$ cat src/rtl/coffee_pkg.sv
// Shared types and decode helpers for the coffee-machine sequencer.
package coffee_pkg;

    typedef enum logic [2:0] {
        IDLE  = 3'd0,
        GRIND = 3'd1,
        HEAT  = 3'd2,
        BREW  = 3'd3,
        MILK  = 3'd4,
        FOAM  = 3'd5,
        DONE  = 3'd6
    } state_t;

    typedef enum logic [1:0] {
        EXPRESO   = 2'd0,
        LATTE     = 2'd1,
        CAPUCHINO = 2'd2
    } drink_t;

    localparam logic [4:0] LED_DONE = 5'b11111;

    // Active-low {g,f,e,d,c,b,a}; codes without a glyph blank the digit.
    function automatic logic [6:0] seg7_digit(input logic [3:0] digit);
        logic [6:0] seg;
        case (digit)
            4'd0:    seg = 7'b1000000;
            4'd1:    seg = 7'b1111001;
            4'd2:    seg = 7'b0100100;
            4'd3:    seg = 7'b0110000;
            4'd4:    seg = 7'b0011001;
            4'd5:    seg = 7'b0010010;
            4'd6:    seg = 7'b0000010;
            default: seg = 7'b1111111;
        endcase
        return seg;
    endfunction

    function automatic drink_t next_drink(input drink_t cur);
        drink_t nxt;
        case (cur)
            EXPRESO: nxt = LATTE;
            LATTE:   nxt = CAPUCHINO;
            default: nxt = EXPRESO;
        endcase
        return nxt;
    endfunction

    // Milk stages are skipped by drinks that do not use them.
    function automatic state_t next_stage(input state_t cur, input drink_t drink);
        state_t nxt;
        case (cur)
            GRIND:   nxt = HEAT;
            HEAT:    nxt = BREW;
            BREW:    nxt = (drink == EXPRESO) ? DONE : MILK;
            MILK:    nxt = (drink == LATTE) ? DONE : FOAM;
            FOAM:    nxt = DONE;
            default: nxt = IDLE;
        endcase
        return nxt;
    endfunction

endpackage

$ cat src/rtl/coffee_tick_gen.sv
// Divides the board clock into a single-cycle step tick every TICK_DIV clocks.
module coffee_tick_gen #(
    parameter int TICK_DIV = 50_000_000
) (
    input  logic clk,
    input  logic reset,
    output logic slow_clk
);

    localparam int CNT_W = (TICK_DIV > 2) ? $clog2(TICK_DIV) : 1;
    localparam logic [CNT_W-1:0] CNT_LAST = CNT_W'(TICK_DIV - 1);

    logic [CNT_W-1:0] div_cnt_r;

    // Free-running divider counter wrapping at TICK_DIV-1
    always_ff @(posedge clk) begin
        if (reset) begin
            div_cnt_r <= '0;
        end else if (div_cnt_r == CNT_LAST) begin
            div_cnt_r <= '0;
        end else begin
            div_cnt_r <= div_cnt_r + CNT_W'(1);
        end
    end

    assign slow_clk = (div_cnt_r == CNT_LAST);

endmodule

$ cat src/rtl/coffee_controller.sv
// Coffee-machine sequencer: drink selection, stage stepping and display decode.
// Define COFFEE_FAST_TICK_EN to force a divide-by-16 step tick for simulation.
module coffee_controller #(
    parameter int TICK_DIV   = 50_000_000,
    parameter int STEP_TICKS = 2
) (
    input  logic       clk,
    input  logic       reset,
    input  logic       next_button,
    input  logic       select_button,
    output logic [6:0] seg_type,
    output logic [6:0] seg_state,
    output logic [4:0] led
);

    import coffee_pkg::*;

`ifdef COFFEE_FAST_TICK_EN
    localparam int EFF_DIV = 16;
`else
    localparam int EFF_DIV = TICK_DIV;
`endif

    localparam int DWELL_W = (STEP_TICKS > 2) ? $clog2(STEP_TICKS) : 1;
    localparam logic [DWELL_W-1:0] DWELL_LAST = DWELL_W'(STEP_TICKS - 1);

    logic               slow_clk;
    state_t             state;
    drink_t             drink_r;
    logic [DWELL_W-1:0] dwell_r;
    logic               next_pend_r;
    logic               sel_pend_r;
    logic               next_prev_r;
    logic               sel_prev_r;
    logic               next_rise_s;
    logic               sel_rise_s;

    coffee_tick_gen #(
        .TICK_DIV (EFF_DIV)
    ) u_tick_gen (
        .clk      (clk),
        .reset    (reset),
        .slow_clk (slow_clk)
    );

    assign next_rise_s = next_button & ~next_prev_r;
    assign sel_rise_s  = select_button & ~sel_prev_r;

    // Sequencer FSM with button capture; everything moves only on the step tick except capture
    always_ff @(posedge clk) begin
        if (reset) begin
            state       <= IDLE;
            drink_r     <= EXPRESO;
            dwell_r     <= '0;
            next_pend_r <= 1'b0;
            sel_pend_r  <= 1'b0;
            next_prev_r <= 1'b0;
            sel_prev_r  <= 1'b0;
        end else begin
            next_prev_r <= next_button;
            sel_prev_r  <= select_button;
            if (state == IDLE) begin
                if (slow_clk) begin
                    if (sel_pend_r) begin
                        state       <= GRIND;
                        dwell_r     <= '0;
                        sel_pend_r  <= 1'b0;
                        next_pend_r <= 1'b0;
                    end else begin
                        if (next_pend_r) begin
                            drink_r <= next_drink(drink_r);
                        end
                        // A press coinciding with this tick survives for the next one.
                        sel_pend_r  <= sel_rise_s;
                        next_pend_r <= next_rise_s;
                    end
                end else begin
                    sel_pend_r  <= sel_pend_r | sel_rise_s;
                    next_pend_r <= next_pend_r | next_rise_s;
                end
            end else begin
                sel_pend_r  <= 1'b0;
                next_pend_r <= 1'b0;
                if (slow_clk) begin
                    if (dwell_r == DWELL_LAST) begin
                        state   <= next_stage(state, drink_r);
                        dwell_r <= '0;
                    end else begin
                        dwell_r <= dwell_r + DWELL_W'(1);
                    end
                end
            end
        end
    end

    // Display and LED decode straight from the state and drink registers
    always_comb begin
        led = 5'b00000;
        case (state)
            IDLE:    led = 5'b00000;
            GRIND:   led = 5'b00001;
            HEAT:    led = 5'b00010;
            BREW:    led = 5'b00100;
            MILK:    led = 5'b01000;
            FOAM:    led = 5'b10000;
            DONE:    led = LED_DONE;
            default: led = 5'b00000;
        endcase
        seg_type  = seg7_digit({2'b00, drink_r} + 4'd1);
        seg_state = seg7_digit({1'b0, state});
    end

endmodule

$ cat config.mk
export PLATFORM = sky130hd
export DESIGN_NAME = coffee_controller
export DESIGN_NICKNAME = d
export VERILOG_FILES = /design/src/rtl/coffee_pkg.sv /design/src/rtl/coffee_tick_gen.sv /design/src/rtl/coffee_controller.sv
export SDC_FILE = /design/constraint.sdc
export NUM_CORES = 1
export LEC_CHECK = 0
export ABC_AREA = 1
export CORE_ASPECT_RATIO = 2
export CORE_UTILIZATION = 50
export CTS_CLUSTER_SIZE = 10
export DETAILED_ROUTE_END_ITERATION = 8
export GPL_ROUTABILITY_DRIVEN = 0
export PLACE_DENSITY = 0.75
export SYNTH_ARGS = -nofsm -noshare
export SYNTH_HDL_FRONTEND = slang
export SYNTH_HIERARCHICAL = 1
export SYNTH_SLANG_ARGS = --single-unit
$ cat constraint.sdc
create_clock -name clk -period 2.25 [get_ports clk]
set_input_delay 0.45 -clock clk [delete_from_list [all_inputs] [get_ports clk]]
set_output_delay 0.45 -clock clk [all_outputs]
set_load 0.02 [all_outputs]
==> impl_metrics.yaml <==
clocking:
  clk-insertion-delay-late_ns: 0.29
  htree_levels: 2
  cts_tree: "done"
  cts.sinks: 36
  post_cts_buffers: 0
  cts-root-buf: "clkbuf_8"
  numCtsBuffers: 5
  path_clk_slew_ns: 0.07
  cts_hold_buf: 0
  cts_buffer_depth: 2
timing:
  grt_setup_unrepaired: "false"
  hold_viol_final: 0
  finalSetupTns_ns: 0
  max_slew_margin: 0.718
  period_needed_ns: 2.12
  slew_violations: 0
  finalCritPeriodShare: 0.943
  final.setup_skew_ns: 0.00396
  setup_violations: 0
  worst_pin_slew_ns: 0.422
  fmax_ghz: 0.471
yosys:
  ys_async_sr_fraction: 0
  synth_area_leaders: "dfxtp_1 (34%), nand2_1 (14%), nor2_1 (13%), inv_1 (6.8%), nand3_1 (5.8%)"
  synth_top_family_by_area: "simple AND/OR/NAND/NOR gates"
  yosys.area.top_type: "dfxtp_1"
  synth_xor_xnor_area_share: 0.0450
  synth_compound_area_frac: 0.0455
  ys_warn_count: 6
  synth_seq_cells: 36
  synth_top_area_frac: 0.336
  syn_inst: 328
  ys.flop_type: "dfxtp_1"
  synth_edf_count: 0
  avgSynthCellArea_um2: 6.53
  synth-simple-area-share: 0.432
  synthesis.area_mm2: 0.00214
  synth_cell_types: 24
  synth_nets: 340
  synth_adder_area_share: 0.0467
  seq_area_frac_synth: 0.336
  synthMuxAreaShare: 0
finish:
  fillCellCount: 388
  regArea_um2: 724
  drive_above_1_share: 0.101
  final_area_mm2: 0.00253
  final_cell_mix: "nand2_1 (78), nor2_1 (75), inv_1 (39)"
  antenna_cells: 0
  layout.cells.non_filler: 409
  areaGrowthSynthToFinish_pct: 18.2
  nNetsFinal: 368
  multiInputGateArea_mm2: 0.00123
  mostFrequentLayoutCell: "nand2_1"
worst_setup_path:
  cp-startpoint: "state[1]$_SDFFE_PP0P_"
  critical_path_class: "register to primary output"
  r2r-start: "u_tick_gen/div_cnt_r[0]$_SDFF_PP0_"
  cp_max_fo: 7
  r2r_cells: 12
  endpoint_kind: "primary output"
  r2r_end: "drink_r[0]$_SDFFE_PP0P_"
  worst_ep_required_time_ns: 1.80
  cp-start-kind: "register"
  reg2reg_setup_slack_ns: 0.37
  crit_arrival_ns: 1.67
place:
  portBuffers: 22
  dp.cells: 401
  place_area_mm2: 0.00241
  place_hpwl_um: 3870
grt:
  track_usage: 0.254
  grt_pass1_vias: 2060
  grt_start_max_net_pins: 23
  antenna_found_initial: 0
  grt_pass1_wl_um: 8230
  overflow: 0
pwr:
  irDropWorstVdd_v: 0.000413
  finalPower_mw: 1.16
  p_leak_nw: 1.15
  power.density_mw_per_mm2: 458
detailed_routing:
  initialDrtViolationCount: 22
  remaining_drc_errors: 0
  vias: 2073
  final_antenna_net_count: 0
  via_per_inst: 5.07
  wirelength_um: 4950
  avgRoutedWirePerCell_um: 12.1
  dr.pass1.iters: 4
min_path:
  min_to: "u_tick_gen/div_cnt_r[0]$_SDFF_PP0_"
  hold_path_depth: 1
  min_from: "u_tick_gen/div_cnt_r[0]$_SDFF_PP0_"
  hp-class: "register to register"
floorplan:
  die_h_um: 94.6
  fp-row-count: 33
  initial_utilization: 0.524
  dieArea_mm2: 0.00457
  core_mm2: 0.00409
  ioPinCount: 23
  die_x_um: 48.3
job:
  drv_cap: 0
run_status:
  status: "finished clean"
metrics by stage:
step            util  hold WS [ns]  worst slack (ns)
3_5_place_dp   0.590         0.455             0.127
3_3_place_gp   0.590         0.438             0.167
2_1_floorplan      -         0.430            0.0796
6_report       0.620         0.470             0.129
4_1_cts        0.612         0.472           0.00519
5_1_grt        0.620         0.513            0.0253
sequential cells by signal (all words and copies together), names as in the netlist:
name	flops
u_tick_gen/div_cnt_r	26
next_prev_r	1
state	3
dwell_r	1
drink_r	2
next_pend_r	1
sel_prev_r	1
sel_pend_r	1
where the power goes:
group	internal, mW	switching [mW]
combinational	0.0167	0.0235
sequential	0.646	0.00705
clock	0.250	0.217
cell usage after synthesis, types with 2 or more instances:
library cell   n
nor2_2         3
nand2_2        5
or2_2          3
buf_4          2
inv_1         39
o21ai_0        6
nor2_1        75
xnor2_1        8
nor3_1         3
nor2_4         3
a21oi_1       12
nand4_1        7
buf_6          3
dfxtp_1       36
xor2_1         3
nand3_2        3
nand3_1       25
ha_1           8
inv_2          2
nand2_1       78
layout make-up:
type,instances,area share
Sequential cell,36,0.286
Inverter,41,0.0618
Multi-Input combinational cell,246,0.484
Tap cell,52,0.0257
Clock buffer,8,0.0356
Timing Repair Buffer,26,0.107
cell families (layout without fill, tap and decap cells):
| group | after synthesis | in the layout |
|---|---|---|
| buffers and inverters | 46 | 75 |
| AO/OA/AOI/OAI | 19 | 19 |
| XOR/XNOR | 11 | 11 |
| adder cells (fa/ha/maj) | 8 | 8 |
| AND/OR/NAND/NOR | 208 | 208 |
| flip-flops | 36 | 36 |
worst max-delay path, cell delays in order, from the launching register on:
cell and delay, ns:
dfxtp_2 0.42, inv_1 0.09, nor2_1 0.12, nand2_1 0.10, nand2_1 0.07, clkdlybuf4s50_1 0.59
what timing repair did:
action                                 4_1_cts  5_1_grt
resized for setup                            4       14
setup endpoints to repair                    7       15
endpoints found under the hold margin        0        0
worst max path at each step:
| stage | to | slack (ns) | cells past startpoint |
|---|---|---|---|
| 6_report | led[3] | 0.13 | 5 |
| 4_1_cts | seg_type[0] | 0.005 | 4 |
| 3_5_place_dp | seg_type[1] | 0.13 | 6 |
| 3_3_place_gp | seg_type[1] | 0.17 | 6 |
| 5_1_grt | led[3] | 0.03 | 5 |
| 2_1_floorplan | drink_r[0]$_SDFFE_PP0P_ | 0.08 | 12 |
metal layers:
layer | up-vias | routed length, um | global-route usage
li1 | 1075 | - | -
met1 | 926 | 1640 | 0.198
met2 | 51 | 2830 | 0.476
met3 | 21 | 125 | 0.0402
met4 | 0 | 354 | 0.201
met5 | - | 0 | 0
Power figures use the tool's default switching activity.
